File: src/rtl/osd_stm_event_buffer.sv
// osd_stm_event_buffer
// Elastic FIFO between an STM trace tap and the osd_stm event input.
// Events arriving while the buffer is full are counted. A marker event
// {OVF_ID, drop count} is written ahead of the next accepted event, so the
// host sees every loss.
//
// Handshake: the head entry is transferred when out_valid && out_ready are
// both high on a rising clock edge. out_valid never depends on out_ready.
// out_id/out_value are held stable while out_valid && !out_ready.
// The input side has no backpressure: in_valid is a strobe that is either
// stored, dropped and counted, or ignored (reserved ids 0 and OVF_ID).
module osd_stm_event_buffer #(
  parameter int          XLEN   = 64,
  parameter int          DEPTH  = 4,
  parameter int          CNT_W  = 16,
  parameter logic [15:0] OVF_ID = 16'hFFFF
) (
  input  logic                     clk,
  input  logic                     rst_n,
  input  logic                     in_valid,
  input  logic [15:0]              in_id,
  input  logic [XLEN-1:0]          in_value,
  output logic                     out_valid,
  input  logic                     out_ready,
  output logic [15:0]              out_id,
  output logic [XLEN-1:0]          out_value,
  output logic                     ovf_pending,
  output logic [$clog2(DEPTH):0]   fill
);

  localparam int AW = $clog2(DEPTH);
  localparam int FW = AW + 1;

  // Storage has no reset; its contents only matter once fill covers them.
  logic [15:0]     r_id_mem  [DEPTH];
  logic [XLEN-1:0] r_val_mem [DEPTH];

  logic [AW-1:0]   r_wr_ptr;
  logic [AW-1:0]   r_rd_ptr;
  logic [FW-1:0]   r_fill;
  logic [CNT_W-1:0] r_drop_cnt;
  logic            r_ovf_pending;

  logic            w_full;
  logic            w_qual;
  logic            w_pop;
  logic            w_wr_marker;
  logic            w_wr_event;
  logic            w_wr;
  logic            w_drop;
  logic [15:0]     w_wr_id;
  logic [XLEN-1:0] w_wr_val;

  // "full" is judged on the fill at the start of the cycle, so a pop in the
  // same cycle never makes room for that cycle's write.
  assign w_full      = (r_fill == FW'(DEPTH));
  assign w_qual      = in_valid && (in_id != 16'h0000) && (in_id != OVF_ID);
  assign w_pop       = out_valid && out_ready;
  // The pending marker always wins the write slot; a concurrent event is
  // then itself a loss and starts the next drop count.
  assign w_wr_marker = r_ovf_pending && !w_full;
  assign w_wr_event  = !w_wr_marker && w_qual && !w_full;
  assign w_drop      = w_qual && (w_full || w_wr_marker);
  assign w_wr        = w_wr_marker || w_wr_event;

  // Select the entry written this cycle: marker or incoming event.
  always_comb begin
    w_wr_id  = in_id;
    w_wr_val = in_value;
    if (w_wr_marker) begin
      w_wr_id  = OVF_ID;
      w_wr_val = XLEN'(r_drop_cnt);
    end
  end

  // Entry storage write port.
  always_ff @(posedge clk) begin
    if (w_wr) begin
      r_id_mem[r_wr_ptr]  <= w_wr_id;
      r_val_mem[r_wr_ptr] <= w_wr_val;
    end
  end

  // Pointers and fill level; pointers wrap naturally as DEPTH is a power of two.
  always_ff @(posedge clk or negedge rst_n) begin
    if (!rst_n) begin
      r_wr_ptr <= '0;
      r_rd_ptr <= '0;
      r_fill   <= '0;
    end else begin
      if (w_wr)  r_wr_ptr <= r_wr_ptr + AW'(1);
      if (w_pop) r_rd_ptr <= r_rd_ptr + AW'(1);
      case ({w_wr, w_pop})
        2'b10:   r_fill <= r_fill + FW'(1);
        2'b01:   r_fill <= r_fill - FW'(1);
        default: r_fill <= r_fill;
      endcase
    end
  end

  // Drop counter (saturating) and pending-marker flag.
  always_ff @(posedge clk or negedge rst_n) begin
    if (!rst_n) begin
      r_drop_cnt    <= '0;
      r_ovf_pending <= 1'b0;
    end else if (w_wr_marker) begin
      r_drop_cnt    <= w_qual ? CNT_W'(1) : '0;
      r_ovf_pending <= w_qual;
    end else if (w_drop) begin
      if (r_drop_cnt != {CNT_W{1'b1}}) r_drop_cnt <= r_drop_cnt + CNT_W'(1);
      r_ovf_pending <= 1'b1;
    end
  end

  // First-word fall-through head; outputs read as zero while empty.
  always_comb begin
    out_valid = (r_fill != '0);
    out_id    = '0;
    out_value = '0;
    if (out_valid) begin
      out_id    = r_id_mem[r_rd_ptr];
      out_value = r_val_mem[r_rd_ptr];
    end
  end

  assign ovf_pending = r_ovf_pending;
  assign fill        = r_fill;

endmodule

File: config.mk
export PLATFORM = sky130hd
export DESIGN_NAME = osd_stm_event_buffer
export DESIGN_NICKNAME = d
export VERILOG_FILES = /design/src/rtl/osd_stm_event_buffer.sv
export SDC_FILE = /design/constraint.sdc
export NUM_CORES = 1
export LEC_CHECK = 0
export CORE_ASPECT_RATIO = 1.25
export CORE_MARGIN = 2
export CORE_UTILIZATION = 56
export CTS_CLUSTER_SIZE = 12
export DETAILED_ROUTE_END_ITERATION = 8
export PLACE_DENSITY = 0.8
export SETUP_SLACK_MARGIN = 0.4
export SLEW_MARGIN = 20
export SYNTH_ARGS = -nofsm -noshare
export SYNTH_HDL_FRONTEND = slang
export SYNTH_SLANG_ARGS = --single-unit
File: constraint.sdc
create_clock -name clk -period 4.2 [get_ports clk]
set_clock_uncertainty 0.15 [all_clocks]
set_input_delay 0.63 -clock clk [delete_from_list [all_inputs] [get_ports clk]]
set_output_delay 0.63 -clock clk [all_outputs]
set_load 0.05 [all_outputs]
### Word-level counts from Yosys, hierarchy flattened

Memory sizes are Yosys's and may differ from the RTL's.
Cells that the tools add are included.

| word-level totals | value |
|---|---|
| memories kept | 2 |
| memory bits (writable) | 320 |
| register bits after elaboration | 24 |
| input port bits | 84 |
| latch bits | 0 |
| memory bits (read-only) | 0 |
| word-level logic and storage cells | 47 |

Memory list:

| name | words | width | rd ports | clocked after Yosys merged registers in | write ports | RTL line | RTL |
|---|---|---|---|---|---|---|---|
| r_val_mem | 4 | 64 | 1 | 0 | 1 | 36 | `logic [XLEN-1:0] r_val_mem [DEPTH];` |
| r_id_mem | 4 | 16 | 1 | 0 | 1 | 35 | `logic [15:0] r_id_mem [DEPTH];` |

| cells by class | value |
|---|---|
| bitwise logic cells | 0 |
| shifts and indexed selects | 0 |
| order comparisons | 0 |
| $add $sub $neg | 5 |
| muxes and demuxes | 13 |
| $mul | 0 |
| reductions and logical operators | 17 |
| equality and inequality tests | 5 |
| divide/modulo/power cells | 0 |

Operators by type and width:

| operator | count |
|---|---|
| $mux 64 | 2 |
| $mux 16 | 5 |
| $ne 16x16->1 const B | 2 |
| $add 16x1->16 const B | 1 |
| $reduce_bool 16->1 | 1 |
| $logic_and 1x1->1 | 7 |
| $pmux 3 s2 | 1 |
| $reduce_bool 2->1 | 3 |
| $mux 1 | 5 |
| $add 2x1->2 const B | 2 |
| $add 3x1->3 const B | 1 |
| $eq 3x3->1 const B | 1 |
| $reduce_bool 3->1 | 1 |
| $sub 3x1->3 const B | 1 |
| $eq 2x1->1 const B | 1 |
| $eq 2x2->1 const B | 1 |
| $logic_not 1->1 | 2 |
| $logic_or 1x1->1 | 2 |
| $reduce_and 2->1 | 1 |

### Depth between registers and ports, before layout

Gate-level depths: netlist of the first run.

| logic depth | value |
|---|---|
| depth after elaboration | 9 |
| mapped depth | 11 |

### Worst setup path before layout of the first run

Ideal clock, no wire load.

| timing path | value |
|---|---|
| path type | in2reg |
| start | in in_id[4] |
| end | mem r_id_mem[0][0] (enable) |
| stages | 5 |
| buffers on the path | 0 |
| arrival time | 3.187 ns |
| setup slack | 0.415 ns |
| cells stage by stage | nor4_1 -> and4_1 -> nor2_1 -> o21a_1 -> and2_1 |

| on the way | value |
|---|---|
| word-level cells in the longest chain between the ends | 8 |
| elaborated cells between the ends (all ways) | 9 |
| classes of those cells | eq/ne (1); mux (2); reduce/logical (6) |

Ends and longest elaborated chain:

| item | RTL line | RTL |
|---|---|---|
| start, declared | 21 | `input logic [15:0] in_id,` |
| $reduce_bool 16->1 | 57 | `assign w_qual = in_valid && (in_id != 16'h0000) && (in_id != OVF_ID);` |
| $logic_and 1x1->1 | 57 |  |
| $logic_and 1x1->1 (*) | 57 |  |
| $logic_and 1x1->1 (*) (2 in a row) | 62 | `assign w_wr_event = !w_wr_marker && w_qual && !w_full;` |
| $logic_or 1x1->1 (*) | 64 | `assign w_wr = w_wr_marker \|\| w_wr_event;` |
| $mux 1 (*) | 78 | `if (w_wr) begin` |
| $mux 1 (implied by the code) (*) | 79 | `r_id_mem[r_wr_ptr] <= w_wr_id;` |
| end, declared | 35 |  |

Mark *: on every way between the ends. The rest lies on a longest branch, timed or not.

### Final worst setup path of the first run

| timing path | value |
|---|---|
| start | reg r_rd_ptr[1] |
| end | out out_value[21] |

| on the way | value |
|---|---|
| word-level cells in the longest chain between the ends | 2 |

Ends and longest elaborated chain:

| item | RTL line | RTL |
|---|---|---|
| start, declared | 39 | `logic [AW-1:0] r_rd_ptr;` |
| start signal, assigned | 92 | `if (w_pop) r_rd_ptr <= r_rd_ptr + AW'(1);` |
| $mem_v2 4x64 | - |  |
| $mux 64 | 120 | `if (out_valid) begin` |
| end, declared | 26 | `output logic [XLEN-1:0] out_value,` |

No other way between the ends.

==> results.toml, run 1 <==
[status]
outcome = "finished, final reports clean"

[sta]
setup_ws_final_ns = 0.5195
max_slew_margin_vs_limit = 0.3242
fmaxAchievable_ghz = 0.2717
maxSlewViolCount = 0
period_share = 0.8763
final_hold_viol_count = 0
fin_tns_setup_ns = 0
rsz_0062_raised_after_global_routing = "no"
final_period_minus_worst_setup_slack_ns = 3.681
finalSetupViolations = 0
tightestPinTransition_ns = 1.014

[yosys]
post-synth-top-area-fraction = 0.6802
synth_async_sr_flop_share = 0.06977
syn_nets = 881
postSynthRegisterBits = 344
synthFlopType = "edfxtp_1"
synthesis.area_per_instance_um2 = 17.88
synth.top_cells.by_count = "edfxtp_1 (320), and2_1 (139), mux4_2 (80), nand2_1 (60), clkbuf_1 (32)"
syn-cell-area_um2 = 14130
synth_most_common_cell = "edfxtp_1"
number_of_enable_type_register_cells_in_the_synthesized_netlist = 320
synthesis.yosys.warnings = 0
synth.lib_cells_used.distinct = 38
ys_seq_area_frac = 0.7227
cell_type_with_the_largest_total_area_after_synthesis = "edfxtp_1"
synth.area.top_cells = "edfxtp_1 (68%), mux4_2 (13%), and2_1 (6.2%)"
syn_inst = 790

[grt]
vias_in_the_first_global_route = 7866
grt.total_usage = 0.2208
maximum_number_of_pins_on_one_net_before_global_route_repair = 83
global_route_wire_length_before_repair_mm = 44.28
grt_overflow = 0
initial_antenna_violation_count = 0

[clock_network]
cts_buffers = 35
clock_latency_ns = 0.50
worst_setup_hold_path_clk_slew_ns = 0.06
cts_root_buffer = "clkbuf_16"
cts.path.max_buffers = 3
numClockSinks = 344
cts_tree = "built"
h_tree_depth = 2

[hold_path]
min_path_cells = 1
hp-class = "register to register"

[drt]
drc_errors = 0
via_count = 7582
route.antenna.remaining_nets = 0
initialDrtViolationCount = 495
postRouteWirelength_mm = 28.92
vias_per_cell = 5.705
wire_per_inst_um = 21.76
detailedRoute.firstPassIterationCount = 4

[worst_setup_path]
worstSetupPathType = "register to primary output"
worstSetupEndpointType = "primary output"
worst-endpoint-arrival_ns = 2.90
worstPathMaxFanout = 33
worst_setup_path_start_kind = "register"
timing.critical_path.required_ns = 3.42
rr_worst_depth = 4

[floorplanning]
boundaryPins = 169
fp.dieArea_um2 = 26520
dieHeight_um = 181.6
placementRows = 65
fp.coreArea_um2 = 25050
die_width_um = 146.1
start_util = 0.5640

[placed_design]
detailedPlacementHpwl_mm = 18.23
buffer_ports.inserted = 168
gp_congestion = 0.8561
post-place-ws_ns = 0.6070

[cells_and_area]
areaGrowthSynthToFinish_pct = 23.67
area_used_by_sequential_logic_in_the_layout_um2 = 10220
nFillCells = 1686
antenna_cells_inserted = 0
nNetsFinal = 1070
multi_input_logic_area_um2 = 3735
drive_above_1_share = 0.1569

[flow_run]
maxCapViolations = 0
==> cell usage in the layout, fill, tap and decap left out, drive strengths merged, types with 2 or more instances in the layout <==
cell type	netlist	routed
edfxtp	320	320
clkdlybuf4s50	0	153
and2	140	140
mux4	80	80
nand2	60	60
clkbuf	32	51
buf	11	27
dfrtp	24	24
nand2b	16	16
dlymetal6s2s	0	14
a21oi	13	13
nand4	10	10
nand3	9	9
o31ai	7	7
o21ai	7	7
inv	6	6
or4	6	6
ha	6	6
or3	6	6
nor4	4	4
and4	4	4
nor2	3	3
nor3	3	3
xnor2	3	3
xor2	3	3
o41ai	2	2
and3	2	2
o311ai	2	2
mux2i	2	2
==> final timing paths <==
path	end	slack, ns	from
max reg2reg	r_val_mem[1][16]	1.55	fill[0]
min reg2reg	r_drop_cnt[6]	0.36	r_drop_cnt[6]
min	r_drop_cnt[6]	0.36	r_drop_cnt[6]
min in group asynchronous	r_drop_cnt[12]	0.44	rst_n
max	out_value[21]	0.52	r_rd_ptr[1]
max in group asynchronous	r_rd_ptr[0]	2.82	rst_n
==> cells by family (layout without fill, tap and decap cells) <==
group                      Yosys count  in the layout  synth area share
AOI/OAI and AO/OA                   34             34           0.01523
DFF                                344            344            0.7227
muxes                               83             83            0.1297
buffers and inverters               49            253           0.01390
adders and majority gates            7              7          0.006731
xor gates and xnor gates             6              6          0.003720
and+or+nand+nor                    267            267            0.1080
==> metal layers <==
metal | share of wire | GRT usage | routed length (um) | vias to the layer above
met2 | 0.54 | 0.3994 | 15570 | 212
met4 | 0.026 | 0.06874 | 745 | 0
li1 | - | - | - | 3438
met3 | 0.043 | 0.03266 | 1252 | 49
met5 | 0 | 0 | 0 | -
met1 | 0.39 | 0.2773 | 11350 | 3883
==> cell type report <==
class	count	area share
Sequential cell	344	0.5848
Inverter	6	0.001289
Tap cell	335	0.02399
Multi-Input combinational cell	397	0.2138
Clock buffer	51	0.05657
Timing Repair Buffer	195	0.1191
Clock inverter	1	0.0005013
==> timing repair <==
action / 4_1_cts / 5_1_grt
endpoints found under the setup margin: 1 / 63
hold buffers: 0 / 0
gates resized for setup: 1 / 14
setup buffers: 0 / 3
gates cloned: 0 / 0
==> state kept, by name, indices dropped and copies added, names as in the netlist <==
| signal | flops |
|---|---|
| fill | 3 |
| r_rd_ptr | 2 |
| r_drop_cnt | 16 |
| r_id_mem | 64 |
| ovf_pending | 1 |
| r_wr_ptr | 2 |
| r_val_mem | 256 |
==> worst max-delay path, stage by stage (launching register included) <==
cell and delay (ns):
dfrtp_4 0.78, buf_4 0.36, mux4_2 0.34, and2_1 0.18, clkdlybuf4s50_1 0.72
==> through the flow <==
| stage | util | instance area, um^2 | std cells | hold slack, ns |
|---|---|---|---|---|
| floorplan | - | 14130 | 790 | 0.1844 |
| CTS | 0.6952 | 17410 | 1326 | 0.3556 |
| detailed placement | 0.6554 | 16420 | 1274 | 0.3505 |
| global placement | 0.6554 | 16420 | 1274 | 0.3434 |
| global route | 0.6975 | 17470 | 1329 | 0.3800 |
| finish | 0.6975 | 17470 | 1329 | 0.3587 |
Power of run 1 is not shown: default switching activity piles up to over one toggle a cycle in this logic, so the estimate is an artifact.
==> run 2: changes to the inputs <==
--- a/config.mk
+++ b/config.mk
@@ -5,12 +5,13 @@
 export SDC_FILE = /design/constraint.sdc
 export NUM_CORES = 1
 export LEC_CHECK = 0
+export CAP_MARGIN = 10
 export CORE_ASPECT_RATIO = 1.25
 export CORE_MARGIN = 2
-export CORE_UTILIZATION = 56
+export CORE_UTILIZATION = 60
 export CTS_CLUSTER_SIZE = 12
 export DETAILED_ROUTE_END_ITERATION = 8
-export PLACE_DENSITY = 0.8
+export PLACE_DENSITY = 0.85
 export SETUP_SLACK_MARGIN = 0.4
 export SLEW_MARGIN = 20
 export SYNTH_ARGS = -nofsm -noshare
==> constraint.sdc (replaced) <==
create_clock -name clk -period 4.6 [get_ports clk]
set_clock_uncertainty 0.15 [all_clocks]
set_input_delay 0.69 -clock clk [delete_from_list [all_inputs] [get_ports clk]]
set_output_delay 0.69 -clock clk [all_outputs]
set_load 0.005 [all_outputs]
==> results.toml, run 2 (same netlist as run 1, synthesis figures left out) <==
[clock_network]
h_tree_depth = 2
cts.path.max_buffers = 3
worst_setup_hold_path_clk_slew_ns = 0.06
cts_tree = "built"
numClockSinks = 344
cts_repair_resize_count = 0
cts_hold_buffers = 0
cts_buffers = 35
cts_root_buffer = "clkbuf_16"
clock_latency_ns = 0.50
cts_post_setup_buffers_inserted = 0

[cells_and_area]
layout.cells.most_common = "edfxtp_1"
top_register = "r_val_mem"
nNetsFinal = 1063
layout.cells.most_common_list = "edfxtp_1 (320), clkdlybuf4s50_1 (168), and2_1 (135)"
layout.cells.non_filler = 1276
multi_input_logic_area_um2 = 3735
nFillCells = 1309
drive_above_1_share = 0.1508
final_core_utilization = 0.7471
area_used_by_sequential_logic_in_the_layout_um2 = 10220
antenna_cells_inserted = 0
largest_registers = "r_val_mem (256), r_id_mem (64), r_drop_cnt (16)"
max_ffs_per_register = 256
areaGrowthSynthToFinish_pct = 21.85

[drt]
drc_errors = 0
detailedRoute.firstPassIterationCount = 7
initialDrtViolationCount = 589
via_count = 7822
wire_per_inst_um = 23.11
postRouteWirelength_mm = 29.49
route.antenna.remaining_nets = 0
vias_per_cell = 6.130

[worst_setup_path]
worstSetupPathType = "register to primary output"
timing.critical_path.required_ns = 3.76
worst_setup_path_start_kind = "register"
worstPathMaxFanout = 39
worst-endpoint-arrival_ns = 3.03
crit_slowest_cell = "dfrtp_4"
critPathLaunch = "r_rd_ptr[0]"
cpPeakStageDelay_ns = 0.91
worstSetupEndpointType = "primary output"
crit_path_cell_chain = "buf_4 > mux4_2 > and2_1 > clkdlybuf4s50_1"
worst_reg2reg_startpoint = "fill[0]"

[placed_design]
buffer_ports.inserted = 168
detailedPlacementHpwl_mm = 18.30
gp_congestion = 0.8742
dpl.cell_count = 1223

[sta]
final_hold_viol_count = 0
fin_tns_setup_ns = 0
max_slew_margin_vs_limit = 0.3406
finalSetupViolations = 0
tightestPinTransition_ns = 0.9891
maxSlewViolCount = 0
final_period_minus_worst_setup_slack_ns = 3.874
fmaxAchievable_ghz = 0.2582
rsz_0062_raised_after_global_routing = "no"
period_share = 0.8421

[status]
outcome = "finished, final reports clean"

[grt]
vias_in_the_first_global_route = 8109
grt.total_usage = 0.2434
maximum_number_of_pins_on_one_net_before_global_route_repair = 56
initial_antenna_violation_count = 0
global_route_wire_length_before_repair_mm = 45.40
grt_overflow = 0

[hold_path]
hp-class = "register to register"
hold_path_startpoint = "fill[2]"

[floorplanning]
boundaryPins = 169
fp.coreArea_um2 = 23040
die_width_um = 141.2
placementRows = 62
start_util = 0.6132
fp.dieArea_um2 = 24800
dieHeight_um = 175.6

[power_and_ir_drop]
ir_drop_mv = 0.5692
overall_power_of_the_completed_layout_mw = 11.86
p_leak_nw = 5.802
power.density_cell_area_nw_per_um2 = 689.2

[flow_run]
maxCapViolations = 0
[run 2: cell count changes in the layout (fill, tap and decap cells not counted), sizes merged]
cell and change:
buf -7, dlygate4sd2 -1, dlymetal6s2s -14, clkdlybuf4s50 +15, clkbuf +1
[run 2: critical path: cells and delay by family (launching register included)]
| family | cells | cell delay (ns) |
|---|---|---|
| flip-flops | 1 | 0.91 |
| AND/OR/NAND/NOR | 1 | 0.19 |
| multiplexers | 1 | 0.56 |
| buffers and inverters | 2 | 0.84 |
[run 2: worst paths after layout]
path / depth (start not counted) / slack, ns / end
worst max register to register: 4 / 1.84 / r_val_mem[3][24]
max in group asynchronous: 2 / 3.59 / r_rd_ptr[0]
worst min-delay path: 1 / 0.38 / fill[2]
worst min register to register: 1 / 0.38 / fill[2]
min in group asynchronous: 2 / 0.42 / r_drop_cnt[15]
worst max-delay path: 4 / 0.73 / out_value[48]
[run 2: stage by stage]
step | setup WS, ns | hold slack (ns) | area (um^2)
floorplan | 0.7556 | 0.2444 | 14130
global placement | 0.9865 | 0.3453 | 16220
detailed placement | 0.9022 | 0.3605 | 16220
CTS | 0.6637 | 0.3730 | 17210
global route | 0.5417 | 0.4003 | 17210
finish | 0.7263 | 0.3769 | 17210
[run 2: cell type report]
| type | instances | share of cell area |
|---|---|---|
| Clock inverter | 1 | 0.0002907 |
| Clock buffer | 52 | 0.05764 |
| Multi-Input combinational cell | 397 | 0.2170 |
| Timing Repair Buffer | 188 | 0.1093 |
| Inverter | 6 | 0.001308 |
| Sequential cell | 344 | 0.5935 |
| Tap cell | 288 | 0.02093 |
[run 2: power breakdown]
group | switching, mW | internal (mW)
sequential | 0.441 | 4.56
combinational | 1.92 | 2.42
clock | 1.05 | 1.48
total | 3.40 | 8.46
[run 2: routing by layer]
metal  vias up  share of wire  global-route usage  wire, um
met4         0          0.034             0.09583      1008
met5         -              0                   0         0
met1      3984           0.37              0.3112     10940
met2       348           0.53              0.4254     15670
li1       3417              -                   -         -
met3        73          0.064             0.03517      1874
Note: power is estimated with default switching activity, not from simulation.
==> run 3: changes to the inputs <==
--- a/config.mk
+++ b/config.mk
@@ -8,10 +8,10 @@
 export CAP_MARGIN = 10
 export CORE_ASPECT_RATIO = 1.25
 export CORE_MARGIN = 2
-export CORE_UTILIZATION = 60
+export CORE_UTILIZATION = 56
 export CTS_CLUSTER_SIZE = 12
 export DETAILED_ROUTE_END_ITERATION = 8
-export PLACE_DENSITY = 0.85
+export PLACE_DENSITY = 0.8
 export SETUP_SLACK_MARGIN = 0.4
 export SLEW_MARGIN = 20
 export SYNTH_ARGS = -nofsm -noshare
==> constraint.sdc (replaced) <==
create_clock -name clk -period 3.8 [get_ports clk]
set_clock_uncertainty 0.15 [all_clocks]
set_input_delay 0.57 -clock clk [delete_from_list [all_inputs] [get_ports clk]]
set_output_delay 0.57 -clock clk [all_outputs]
set_load 0.005 [all_outputs]
==> results.toml, run 3 (same netlist as run 1, synthesis figures left out) <==
[floorplanning]
start_util = 0.5640
boundaryPins = 169
placementRows = 65
fp.dieArea_um2 = 26520
dieHeight_um = 181.6
fp.coreArea_um2 = 25050
die_width_um = 146.1

[clock_network]
cts_tree = "built"
clock_latency_ns = 0.51
cts_post_setup_buffers_inserted = 3
cts_root_buffer = "clkbuf_16"
numClockSinks = 344
cts.path.max_buffers = 3
worst_setup_hold_path_clk_slew_ns = 0.06
cts_hold_buffers = 0
h_tree_depth = 2
cts_buffers = 35
cts_repair_resize_count = 0

[sta]
maxSlewViolCount = 0
finalSetupViolations = 0
fmaxAchievable_ghz = 0.3045
fin_tns_setup_ns = 0
max_slew_margin_vs_limit = 0.3252
timing.hold.ws_ns = 0.3646
rsz_0062_raised_after_global_routing = "no"
final_hold_viol_count = 0
period_share = 0.8642
setup_ws_final_ns = 0.5161
tightestPinTransition_ns = 1.012
final_period_minus_worst_setup_slack_ns = 3.284

[cells_and_area]
largest_registers = "r_val_mem (256), r_id_mem (64), r_drop_cnt (16)"
layout.cells.most_common_list = "edfxtp_1 (320), clkdlybuf4s50_1 (168), and2_1 (135)"
drive_above_1_share = 0.1529
top_register = "r_val_mem"
antenna_cells_inserted = 0
layout.cells.most_common = "edfxtp_1"
areaGrowthSynthToFinish_pct = 23.46
max_ffs_per_register = 256
nNetsFinal = 1067
nFillCells = 1600

[placed_design]
detailedPlacementHpwl_mm = 18.22
post-place-ws_ns = 0.2922
gp_congestion = 0.8805
buffer_ports.inserted = 168

[grt]
globalRouteMet1Util = 0.2821
maximum_number_of_pins_on_one_net_before_global_route_repair = 83
initial_antenna_violation_count = 0
global_route.usage.met3 = 0.03769
met2_usage = 0.4102
gr-max-usage-layer = "met2"
grt_overflow = 0
grt.total_usage = 0.2311
global_route_wire_length_before_repair_mm = 46.33
vias_in_the_first_global_route = 8240

[flow_run]
maxCapViolations = 0

[hold_path]
hp-class = "input port to asynchronous set/reset pin"

[worst_setup_path]
worst_setup_path_start_kind = "register"
timing.critical_path.required_ns = 3.08
r2r_slack_ns = 1.09
worstSetupPathType = "register to primary output"
worstSetupEndpointType = "primary output"
critPathLaunch = "r_rd_ptr[1]"
rr_worst_depth = 5
worstPathMaxFanout = 33
worst-endpoint-arrival_ns = 2.56
cp_endpoint = "out_value[31]"
worst_reg2reg_startpoint = "fill[1]"
r2r_end = "r_val_mem[1][5]"

[status]
outcome = "finished, final reports clean"

[power_and_ir_drop]
overall_power_of_the_completed_layout_mw = 14.58
power.density_cell_area_nw_per_um2 = 836.1
p_leak_nw = 5.863
ir_drop_mv = 0.5531

[drt]
initialDrtViolationCount = 607
vias_per_cell = 5.799
wire_per_inst_um = 22.62
drc_errors = 0
via_count = 7707
postRouteWirelength_mm = 30.06
route.antenna.remaining_nets = 0
detailedRoute.firstPassIterationCount = 4
[run 3: changes by cell type in the layout (fill, tap and decap cells not counted), sizes merged]
cell / before / now
buf: 20 / 24
clkinv: 1 / 2
inv: 6 / 7
[run 3: critical path, stage by stage, from the launching register on]
cell and delay, ns:
dfrtp_4 0.78, buf_4 0.29, mux4_2 0.33, and2_1 0.19
clkdlybuf4s50_1 0.44
[run 3: how the worst min path moves through the flow]
stage                   from             end  slack, ns  depth (start not counted)
6_report               rst_n  r_drop_cnt[10]       0.36                          1
5_1_grt        r_drop_cnt[6]   r_drop_cnt[6]       0.39                          1
4_1_cts        r_drop_cnt[6]   r_drop_cnt[6]       0.37                          1
3_5_place_dp   r_drop_cnt[6]   r_drop_cnt[6]       0.36                          1
3_3_place_gp   r_drop_cnt[6]   r_drop_cnt[6]       0.35                          1
2_1_floorplan          rst_n         fill[0]       0.12                          0
[run 3: final cells by class]
class                           count  area (um^2)  area share
Clock buffer                       52        982.2     0.05631
Clock inverter                      3        16.27   0.0009326
Inverter                            6        22.52    0.001291
Multi-Input combinational cell    397         3735      0.2141
Sequential cell                   344        10220      0.5858
Tap cell                          335        419.2     0.02403
Timing Repair Buffer              192         2049      0.1175
[run 3: report_power, final]
group	internal [mW]	switching, mW
Clock	1.77	1.28
Sequential	5.52	0.400
Combinational	3.09	2.51
Total	10.4	4.19
[run 3: layer usage]
layer,vias up,routed length [um]
met3,67,1707
met5,-,0
met4,0,1186
met1,3912,11140
met2,302,16030
li1,3426,-
[run 3: per-stage QoR]
stage          instances  utilization  instance area (um^2)
2_1_floorplan        790            -                 14130
3_5_place_dp        1271       0.6550                 16410
5_1_grt             1329       0.6963                 17440
3_3_place_gp        1271       0.6550                 16410
6_report            1329       0.6963                 17440
4_1_cts             1329       0.6963                 17440
